<file path="src/rtl/mem_resp_stage.sv">
// mem_resp_stage
// ----------------------------------------------------------------------------
// MEM pipeline stage of the LoongArch core, between EX and WB. The data memory
// uses a split request/response protocol: EX issues the request (addr_ok) and
// this stage waits for the matching data_ok. It then aligns and extends the
// load data. A returned word is held in a one-entry buffer while WB stalls.
// Responses that belong to flushed instructions are counted and dropped.
//
// Ports:
//   clk, reset          clock, synchronous active-high reset
//   es_to_ms_valid      EX offers an instruction
//   ms_allowin          MS accepts an instruction this cycle
//   es_pc/alu_result/dest/gr_we/mem_op/req_issued/side
//                       EX payload (alu_result[1:0] is the byte offset)
//   es_cancel_inc       EX dropped an issued request; one orphan response is owed
//   data_ok, rdata      memory response
//   flush               exception/ertn flush
//   ws_allowin          WB accepts
//   ms_to_ws_valid      MS output valid
//   ms_pc/result/dest/gr_we/side
//                       payload to WB
//   fwd_valid/blocked/dest/result
//                       forwarding/interlock info for ID
//   discard_cnt         orphaned responses still to be dropped
// ----------------------------------------------------------------------------
module mem_resp_stage #(
  parameter int SIDE_W          = 96,
  parameter int MAX_OUTSTANDING = 2,
  parameter int CNT_W           = $clog2(MAX_OUTSTANDING + 1)
) (
  input  logic              clk,
  input  logic              reset,
  input  logic              es_to_ms_valid,
  output logic              ms_allowin,
  input  logic [31:0]       es_pc,
  input  logic [31:0]       es_alu_result,
  input  logic [4:0]        es_dest,
  input  logic              es_gr_we,
  input  logic [2:0]        es_mem_op,
  input  logic              es_req_issued,
  input  logic [SIDE_W-1:0] es_side,
  input  logic              es_cancel_inc,
  input  logic              data_ok,
  input  logic [31:0]       rdata,
  input  logic              flush,
  input  logic              ws_allowin,
  output logic              ms_to_ws_valid,
  output logic [31:0]       ms_pc,
  output logic [31:0]       ms_result,
  output logic [4:0]        ms_dest,
  output logic              ms_gr_we,
  output logic [SIDE_W-1:0] ms_side,
  output logic              fwd_valid,
  output logic              fwd_blocked,
  output logic [4:0]        fwd_dest,
  output logic [31:0]       fwd_result,
  output logic [CNT_W-1:0]  discard_cnt
);

  localparam logic [2:0] OP_NONE = 3'd0;
  localparam logic [2:0] OP_LDW  = 3'd1;
  localparam logic [2:0] OP_LDB  = 3'd2;
  localparam logic [2:0] OP_LDBU = 3'd3;
  localparam logic [2:0] OP_LDH  = 3'd4;
  localparam logic [2:0] OP_LDHU = 3'd5;

  logic              ms_valid;
  logic [31:0]       pc_r;
  logic [31:0]       alu_result_r;
  logic [4:0]        dest_r;
  logic              gr_we_r;
  logic [2:0]        mem_op_r;
  logic              req_issued_r;
  logic [SIDE_W-1:0] side_r;

  logic [31:0]       resp_buf;
  logic              resp_buf_valid;
  logic [CNT_W-1:0]  discard_cnt_r;

  logic              need_resp;
  logic              direct_hit;
  logic              ready_go;
  logic              leave;
  logic              is_load;
  logic              ms_orphan;
  logic              cnt_dec;
  logic [31:0]       load_word;
  logic [7:0]        load_byte;
  logic [15:0]       load_half;
  logic [31:0]       result;

  // A response can only be taken directly when no orphan is still pending
  // ahead of it: the counter always consumes the oldest responses first.
  assign need_resp      = ms_valid && req_issued_r;
  assign direct_hit     = data_ok && (discard_cnt_r == '0) && need_resp && !resp_buf_valid;
  assign ready_go       = !need_resp || resp_buf_valid || direct_hit;
  assign ms_allowin     = !ms_valid || (ready_go && ws_allowin);
  assign ms_to_ws_valid = ms_valid && ready_go && !flush;
  assign leave          = ms_to_ws_valid && ws_allowin;

  assign is_load   = (mem_op_r >= OP_LDW) && (mem_op_r <= OP_LDHU);
  assign ms_orphan = flush && need_resp && !resp_buf_valid && !direct_hit;
  assign cnt_dec   = data_ok && (discard_cnt_r != '0);

  // Pipeline register. Flush wins over capture, so an instruction arriving
  // from EX in a flush cycle is dropped. Payload only changes on capture.
  always_ff @(posedge clk) begin
    if (reset) begin
      ms_valid     <= 1'b0;
      pc_r         <= '0;
      alu_result_r <= '0;
      dest_r       <= '0;
      gr_we_r      <= 1'b0;
      mem_op_r     <= OP_NONE;
      req_issued_r <= 1'b0;
      side_r       <= '0;
    end else if (flush) begin
      ms_valid <= 1'b0;
    end else if (ms_allowin) begin
      ms_valid <= es_to_ms_valid;
      if (es_to_ms_valid) begin
        pc_r         <= es_pc;
        alu_result_r <= es_alu_result;
        dest_r       <= es_dest;
        gr_we_r      <= es_gr_we;
        mem_op_r     <= es_mem_op;
        req_issued_r <= es_req_issued;
        side_r       <= es_side;
      end
    end
  end

  // Response buffer: holds the word returned while WB is stalled, so the
  // result stays stable even after rdata moves on. Emptied when the
  // instruction leaves or is flushed.
  always_ff @(posedge clk) begin
    if (reset) begin
      resp_buf       <= '0;
      resp_buf_valid <= 1'b0;
    end else if (flush || leave) begin
      resp_buf_valid <= 1'b0;
    end else if (direct_hit && !ws_allowin) begin
      resp_buf       <= rdata;
      resp_buf_valid <= 1'b1;
    end
  end

  // Orphan counter: flushed waiters and EX cancellations add, every response
  // seen while the counter is non-zero is swallowed. All three may happen in
  // the same cycle.
  always_ff @(posedge clk) begin
    if (reset) begin
      discard_cnt_r <= '0;
    end else begin
      discard_cnt_r <= discard_cnt_r + CNT_W'(ms_orphan) + CNT_W'(es_cancel_inc)
                       - CNT_W'(cnt_dec);
    end
  end

  // Load alignment and extension. Halfword selection ignores offset bit 0;
  // misaligned accesses are trapped in EX.
  always_comb begin
    load_word = resp_buf_valid ? resp_buf : rdata;
    load_byte = load_word[7:0];
    case (alu_result_r[1:0])
      2'd0:    load_byte = load_word[7:0];
      2'd1:    load_byte = load_word[15:8];
      2'd2:    load_byte = load_word[23:16];
      default: load_byte = load_word[31:24];
    endcase
    load_half = alu_result_r[1] ? load_word[31:16] : load_word[15:0];
    case (mem_op_r)
      OP_LDW:  result = load_word;
      OP_LDB:  result = {{24{load_byte[7]}}, load_byte};
      OP_LDBU: result = {24'd0, load_byte};
      OP_LDH:  result = {{16{load_half[15]}}, load_half};
      OP_LDHU: result = {16'd0, load_half};
      default: result = alu_result_r;
    endcase
  end

  assign ms_pc       = pc_r;
  assign ms_result   = result;
  assign ms_dest     = dest_r;
  assign ms_gr_we    = gr_we_r;
  assign ms_side     = side_r;
  assign fwd_valid   = ms_valid && gr_we_r;
  assign fwd_blocked = fwd_valid && is_load && !ready_go;
  assign fwd_dest    = dest_r;
  assign fwd_result  = result;
  assign discard_cnt = discard_cnt_r;

endmodule

</file>
<file path="config.mk">
export PLATFORM = sky130hd
export DESIGN_NAME = mem_resp_stage
export DESIGN_NICKNAME = d
export VERILOG_FILES = /design/src/rtl/mem_resp_stage.sv
export SDC_FILE = /design/constraint.sdc
export NUM_CORES = 1
export LEC_CHECK = 0
export ABC_AREA = 1
export CAP_MARGIN = 0
export CORE_AREA = 2 2 160 162
export CTS_CLUSTER_DIAMETER = 60
export CTS_CLUSTER_SIZE = 20
export DETAILED_ROUTE_END_ITERATION = 8
export DIE_AREA = 0 0 162 164
export PLACE_DENSITY = 0.78
export SLEW_MARGIN = 20
export SYNTH_ARGS = -nofsm -noshare
export SYNTH_HDL_FRONTEND = slang
export SYNTH_SLANG_ARGS = --single-unit
</file>
<file path="constraint.sdc">
create_clock -name clk -period 2.1 [get_ports clk]
set_input_delay 0.42 -clock clk [delete_from_list [all_inputs] [get_ports clk]]
set_output_delay 0.42 -clock clk [all_outputs]
set_load 0.02 [all_outputs]
</file>
## After elaboration in Yosys (flattened, before gate mapping)

Cells that the tools add are included.

| word-level totals | value |
|---|---|
| bits in registers | 206 |
| bits in latches | 0 |
| memory bits (writable) | 0 |
| ROM bits | 0 |
| input bits | 209 |
| output and inout bits | 209 |
| logic and storage cells | 64 |
| memories | 0 |

| operators by class | value |
|---|---|
| add/sub/neg operators | 3 |
| multipliers | 0 |
| divide/modulo/power cells | 0 |
| order comparisons | 2 |
| equal/unequal tests | 7 |
| shifts and indexed selects | 0 |
| mux-type cells | 4 |
| bitwise gates (word level) | 2 |
| reduce and logical (&&, ||, !) cells | 35 |

Operators by type and width:

| kind | count |
|---|---|
| 32-bit case mux with 5 select lines | 1 |
| 32-bit 2-to-1 mux | 1 |
| 8-bit case mux with 3 select lines | 1 |
| 1-bit logical AND | 17 |
| 16-bit 2-to-1 mux | 1 |
| 1-bit zero test | 7 |
| 3-bit by 2-bit == test with 1-bit output (second input constant) | 2 |
| 3-bit == test (second input constant) | 2 |
| 2-bit by 1-bit adder with 2-bit output | 2 |
| 2-bit zero test | 2 |
| 1-bit logical OR | 4 |
| 2-bit OR reduction | 2 |
| 3-bit by 1-bit == test with 1-bit output (second input constant) | 1 |
| 3-bit by 1-bit greater-or-equal comparator with 1-bit output (second input constant) | 1 |
| 3-bit <= comparator (second input constant) | 1 |
| 3-bit AND reduction | 1 |
| 2-bit by 1-bit == test with 1-bit output (second input constant) | 1 |
| 2-bit == test (second input constant) | 1 |
| 1-bit inverter | 2 |
| 2-bit AND reduction | 1 |
| 2-bit nonzero test | 1 |
| 2-bit by 1-bit subtractor with 2-bit output | 1 |

## Logic depth before layout (Yosys ltp)

Gate-level depths: netlist (run 1).

| depth | value |
|---|---|
| depth after elaboration | 11 |
| gate-level depth with buffers | 10 |
| mapped depth without buffers | 9 |

## Least setup slack after synthesis (run 1)

Ideal clock, no wire load.

| path | value |
|---|---|
| path kind | register -> output |
| start point | register resp_buf_valid |
| end point | output ms_result[15] |
| data arrival time | 1.728 ns |
| required time | 1.680 ns |
| slack | -0.048 ns |
| stages on the path, launching flop included | 9 |
| path buffers | 3 |
| cell sequence | dfxtp_1 > buf_4 > nand2_1 > nand3_1 > nand3_1 > nand3_2 > buf_6 > a21oi_1 > buf_4 |

| on the way | value |
|---|---|
| cells in the longest elaborated chain, start to end | 3 |
| elaborated cells on any way between the ends | 4 |
| classes of those cells | mux: 4 |

RTL lines:

| element | line | text |
|---|---|---|
| start, declared | 77 | `logic resp_buf_valid;` |
| start signal, assigned | 139 | `resp_buf_valid <= 1'b0;` |
| start signal, assigned | 141 | `resp_buf_valid <= 1'b0;` |
| start signal, assigned | 144 | `resp_buf_valid <= 1'b1;` |
| 32-bit 2-to-1 mux * | 163 | `load_word = resp_buf_valid ? resp_buf : rdata;` |
| 8-bit case mux with 3 select lines / 16-bit 2-to-1 mux (equally long branches) | 165, 171 |  |
| 32-bit case mux with 5 select lines * | 172 | `case (mem_op_r)` |
| end, declared | 49 | `output logic [31:0] ms_result,` |

Every way passes the cells marked *; elsewhere a longest branch is shown, timed or not.

## Final worst setup path (run 1)

| path | value |
|---|---|
| start point | register resp_buf_valid |
| end point | output ms_result[11] |

The elaborated chain is that of the path after synthesis.

==> results of run 1 <==
## cells in the final DEF (no fill, tap or decap), types with 3 or more instances in the layout
| cell | n |
|---|---|
| nand2_1 | 72 |
| nand3_4 | 13 |
| o21ai_0 | 78 |
| nor2_2 | 7 |
| or2_4 | 3 |
| dfxtp_1 | 201 |
| nor2_1 | 103 |
| nand3_2 | 29 |
| buf_6 | 38 |
| nand2_2 | 29 |
| mux2i_1 | 3 |
| a21oi_2 | 5 |
| a21oi_4 | 7 |
| nand3_1 | 15 |
| nand4_1 | 3 |
| dfxtp_4 | 3 |
| a22oi_2 | 4 |
| buf_4 | 132 |
| o21ai_1 | 135 |
| clkdlybuf4s50_1 | 349 |
| clkinv_2 | 4 |
| buf_12 | 17 |
| nand2_4 | 11 |
| a21oi_1 | 183 |
| nor2_4 | 10 |
| o21ai_2 | 6 |
| buf_16 | 3 |
| inv_1 | 213 |
| clkbuf_16 | 20 |
| inv_6 | 4 |
## through the flow
stage | std cells | total power [µW] | cell area (µm²) | utilization, % | setup TNS [ns]
5_1_grt | 2060 | 11900 | 15600 | 62.9 | -26.20
3_5_place_dp | 2008 | 7530 | 14000 | 56.4 | -45.39
4_1_cts | 2052 | 11200 | 15000 | 60.4 | -18.45
3_3_place_gp | 2008 | 7470 | 14000 | 56.4 | -43.67
2_1_floorplan | 1272 | 5960 | 9160 | - | -0.293
6_report | 2061 | 11400 | 15600 | 62.9 | -21.65
## registers in the layout, summed over array words and instances, names as in the netlist
register and flops:
resp_buf 32, mem_op_r 3, fwd_dest 5, ms_valid 1, ms_gr_we 1, ms_side 96, req_issued_r 1, discard_cnt 2
resp_buf_valid 1, ms_pc 32, alu_result_r 32
## critical path: cells and delay by family, from the launching register on
| kind | cells | cell delay [ns] |
|---|---|---|
| buffers and inverters | 3 | 0.50 |
| DFF | 1 | 0.41 |
| and+or+nand+nor | 4 | 0.40 |
| AOI/OAI and AO/OA | 2 | 0.29 |
## timing repair
item / CTS / global route
gates cloned: 4 / 2
setup endpoints to repair: 68 / 67
setup buffers: 8 / 6
gates resized for setup: 430 / 136
pin swaps: 14 / 22
## worst max-delay path by stage
stage	to	slack, ns	cells after the start
after global routing	fwd_result[11]	-0.48	9
after detailed placement	fwd_result[13]	-0.85	9
after global placement	ms_result[11]	-0.80	9
after CTS	fwd_result[26]	-0.34	9
final	ms_result[11]	-0.41	9
after floorplan	ms_result[15]	-0.05	8
## logic make-up after synthesis
logic type	share of synthesized area, %
buffers and inverters	17.2
flip-flops	45.0
adder cells (fa/ha/maj)	0.355
XOR/XNOR	0.0956
AND/OR/NAND/NOR	13.6
multiplexers	0.328
AO/OA/AOI/OAI	23.4
## routing by layer
layer  vias to the layer above  track usage [%]  wire, µm
li1                       4948                -         -
met1                      4528             27.3     12800
met2                       485             43.9     17700
met3                       120             6.24      3150
met4                         6             9.73      1500
met5                         -                0        28
## final cells by class
class	instances	area, µm²
inverter	220	850
tap	330	413
antenna	1	2.50
clock buffer	21	503
timing repair buffer	544	5390
fill	2046	9220
clock inverter	11	145
sequential	206	4140
multi-input combinational	728	4160
## where the power goes
group          internal [µW]  switching (µW)  total (µW)
sequential              4160             140        4300
clock                   2040            1640        3680
combinational           1650            1800        3450
total                   7840            3580       11400
==> summary.txt, run 1 <==
status: finished with violations
violated checks: negative setup slack
Reg2Reg Setup Slack: 0.16 ns
worst-margin pin slew: 0.416 ns
initial antenna violation count: 4
Yosys top cell area share: 45.0%
Worst setup SP type: register
hold_buf cts: 0
maximum VDD drop: 0.518 mV
I/O pins: 418
critical path cell sequence: buf_6 -> nand2_1 -> o21ai_2 -> nand2_2 -> nand3_4 -> nand3_4 -> clkbuf_16 -> a21oi_4 -> buf_6
initial core utilization: 36.9%
slowest CP cell: dfxtp_4
Leakage Power: 0.00645 µW
CTS tree: yes
Critical Path Fanout Max: 6
most frequent cell after synthesis: inv_1
H-tree depth: 1
WHS: 0.441 ns
Final Setup Violations: 65
Root Driver: clkbuf_16
fin. max-slew vios: 0
Port-buffer cells: 417
Min-Delay Path Class: register to register
Area contributors post-synth: dfxtp_1, a21oi_1, inv_1
Overflow after GRT: 0
Iter 0 DRT Violations: 763
Post-Place Worst Slack: -0.849 ns
post-synth top area cell: dfxtp_1
hold path cells: 2
gpl congestion: 0.945
clk buf depth: 3
largest net degree at the start of global routing: 57
via count: 10,087
Die Ht: 164 µm
Syn Std Cell Area: 9160 µm²
CP startpoint: resp_buf_valid
cells after synthesis: 1,272
R2R cell count: 10
r2r endpoint: ms_side[30]
f_max: 399 MHz
clock-pin slew on the worst setup and hold paths: 0.07 ns
Worst Hold End: ms_pc[24]
asr flop ratio synth: 0%
most frequent cells after synthesis: inv_1, dfxtp_1, a21oi_1
Mean Syn Cell Area: 7.20 µm²
vias in the first global route: 9,637
CTS Sinks: 206
Area Growth Syn to Fin: 70.3%
Remaining DRCs: 0
HP Start: ms_pc[24]
final worst path period share: 119%
layout cell share with drive strength beyond 1: 21.2%
top_reg_cell synth: dfxtp_1
Yosys reg bits: 206
antenna-violating nets left: 0
DRT Pass-1 Iters: 6
Seq/Total Area, Yosys: 45.0%
min cycle time layout: 2.51 ns
Yosys Warn Count: 0
crit path DAT: 2.09 ns
setup slack after layout: -0.407 ns
Die Wd: 162 µm
pwr/cell area: 732 nW/µm²
Slew headroom: 72.2%
Yosys cell types: 32
Post-Route WL: 35,200 µm
critical path required time: 1.68 ns
routed vias/inst: 4.89
wire per inst: 17.1 µm
Crit Path Category: register to primary output
clk_skew: 0.0189 ns
fin nets: 1,930
Global Route Usage Sum: 24.3%
Die ar.: 26,600 µm²
hpwl dp: 24,900 µm
row cnt: 58
crit end category: primary output
Worst R2R Start: resp_buf_valid
Max Cap Viol: 0
CP max stage delay: 0.41 ns
CTS Buf Count: 19
first-pass GRT wire length: 51,100 µm
post-synth net total: 1,483
Post-synth EDFFs: 0
RSZ-0062 raised after global routing: true
worst-skew pair later-pin latency: 0.49 ns
Final Hold Fails: 0
Core ar.: 24,800 µm²
Power figures use the tool's default switching activity.
==> inputs of run 2 (changes only) <==
--- a/config.mk
+++ b/config.mk
@@ -12,6 +12,7 @@
 export CTS_CLUSTER_SIZE = 20
 export DETAILED_ROUTE_END_ITERATION = 8
 export DIE_AREA = 0 0 162 164
+export GPL_ROUTABILITY_DRIVEN = 0
 export PLACE_DENSITY = 0.78
 export SLEW_MARGIN = 20
 export SYNTH_ARGS = -nofsm -noshare
==> run 2 against run 1 <==
  * The run still ends with negative setup slack left
  * Combinational power grew 4%
  * Cell count shrank 0.15%
  * First-iteration DRC count rose by 17%
  * Worst hold slack better by 0.0045 ns
  * Largest power group unchanged
  * Global-route usage decreased by 0.49 points
==> summary.txt, run 2 (same netlist as run 1, synthesis figures left out) <==
setup slack after layout: -0.499 ns
clock-pin slew on the worst setup and hold paths: 0.08 ns
Root Driver: clkbuf_16
Worst R2R Start: resp_buf_valid
crit end category: primary output
clk buf depth: 3
Die Wd: 162 µm
Port-buffer cells: 417
WHS: 0.445 ns
fin. max-slew vios: 0
routed vias/inst: 5.00
Leakage Power: 0.00644 µW
largest net degree at the start of global routing: 58
RSZ-0062 raised after global routing: true
r2r endpoint: ms_side[33]
critical path required time: 1.68 ns
CTS tree: yes
row cnt: 58
Iter 0 DRT Violations: 893
Overflow after GRT: 0
Area Growth Syn to Fin: 72.6%
Post-Place Worst Slack: -0.923 ns
Largest register FFs: 96
clk_skew: 0.0167 ns
Reg2Reg Setup Slack: 0.07 ns
Setup Total Neg Slack: -27.21 ns
most frequent cells in the layout: clkdlybuf4s50_1, inv_1, dfxtp_1
FILL cells: 1,999
Worst Hold End: ms_pc[9]
pwr/cell area: 717 nW/µm²
Worst setup SP type: register
Remaining DRCs: 0
CTS Buf Count: 18
Crit Path Category: register to primary output
Global Route Usage Sum: 23.8%
maximum VDD drop: 0.543 mV
antenna-violating nets left: 0
worst-skew pair later-pin latency: 0.50 ns
status: finished with violations
vias in the first global route: 9,537
Tot Pwr: 11,300 µW
Post-Route WL: 36,200 µm
Final Setup Violations: 67
via count: 10,293
Die Ht: 164 µm
first-pass GRT wire length: 50,500 µm
Final Hold Fails: 0
final worst path period share: 124%
initial core utilization: 36.9%
commonest non-fill, non-tap cell in the layout: clkdlybuf4s50_1
hold_buf cts: 0
worst-margin pin slew: 0.431 ns
Critical Path Fanout Max: 7
H-tree depth: 1
Slew headroom: 71.2%
min cycle time layout: 2.60 ns
Die ar.: 26,600 µm²
HP Start: ms_pc[9]
wire per inst: 17.6 µm
I/O pins: 418
CTS Sinks: 206
layout cell share with drive strength beyond 1: 21.0%
violated checks: negative setup slack
f_max: 385 MHz
Core ar.: 24,800 µm²
Max Cap Viol: 0
R2R cell count: 11
hpwl dp: 24,800 µm
crit path DAT: 2.18 ns
Layout Utilization: 63.7%
DRT Pass-1 Iters: 5
initial antenna violation count: 3
fin nets: 1,928
Min-Delay Path Class: register to register
hold path cells: 2
-- run 2: changes by cell type in the layout (fill, tap and decap cells not counted), sizes merged --
cell,change
inv,+3
bufinv,-2
diode,+1
buf,-2
clkinvlp,+1
clkinv,-4
-- run 2: worst max path at each step --
stage / to / slack (ns) / from
2_1_floorplan: ms_result[15] / -0.05 / resp_buf_valid
3_3_place_gp: ms_result[11] / -0.79 / rdata[7]
3_5_place_dp: fwd_result[11] / -0.92 / rdata[7]
4_1_cts: fwd_result[24] / -0.46 / resp_buf_valid
5_1_grt: ms_result[21] / -0.54 / resp_buf_valid
6_report: ms_result[26] / -0.50 / resp_buf_valid
-- run 2: repair_timing --
action | 4_1_cts | 5_1_grt
resized for setup | 380 | 236
pin swaps | 10 | 44
buffers inserted | 7 | 15
cloned | 2 | 4
endpoints found under the setup margin | 68 | 67
-- run 2: cell type report --
cell class              count  area, µm²  share of cell area [%]
clock buffers              20        479                    3.03
well taps                 330        413                    2.61
diodes                      2       5.00                  0.0317
repair buffers            543       5520                    34.9
clock inverters             9        111                   0.704
multi-input cells         728       4300                    27.2
inverters                 220        847                    5.36
flip-flops and latches    206       4140                    26.2
-- run 2: per-layer routing --
metal,routed length [µm],up-vias,GRT usage (%)
met3,3160,129,5.63
met5,13,-,0
li1,-,4942,-
met2,18100,541,42.2
met1,13000,4679,27.4
met4,1850,2,10.4
-- run 2: critical path, cell delays in order (launching register included) --
cell	delay, ns
dfxtp_4	0.43
inv_6	0.06
buf_12	0.14
nand2_4	0.07
nand3_4	0.09
nand2_4	0.10
nand3_4	0.10
nand3_4	0.16
buf_12	0.15
buf_12	0.15
nand3_4	0.09
buf_6	0.15
-- run 2: power by group --
part,internal (µW),switching [µW]
clock network,1750,1700
logic,1720,1870
registers,4160,147
total,7630,3720
-- run 2: metrics by stage --
step           cells  area, µm²
2_1_floorplan   1272       9160
3_3_place_gp    2000      13900
3_5_place_dp    2000      13900
4_1_cts         2038      14700
5_1_grt         2057      15800
6_report        2058      15800
==> inputs of run 3 (changes only) <==
--- a/config.mk
+++ b/config.mk
@@ -14,7 +14,7 @@
 export DIE_AREA = 0 0 162 164
 export GPL_ROUTABILITY_DRIVEN = 0
 export PLACE_DENSITY = 0.78
-export SLEW_MARGIN = 20
+export SLEW_MARGIN = 10
 export SYNTH_ARGS = -nofsm -noshare
 export SYNTH_HDL_FRONTEND = slang
 export SYNTH_SLANG_ARGS = --single-unit
==> results of run 3 <==
Final layout, timing and power as in run 2 (identical DEF).
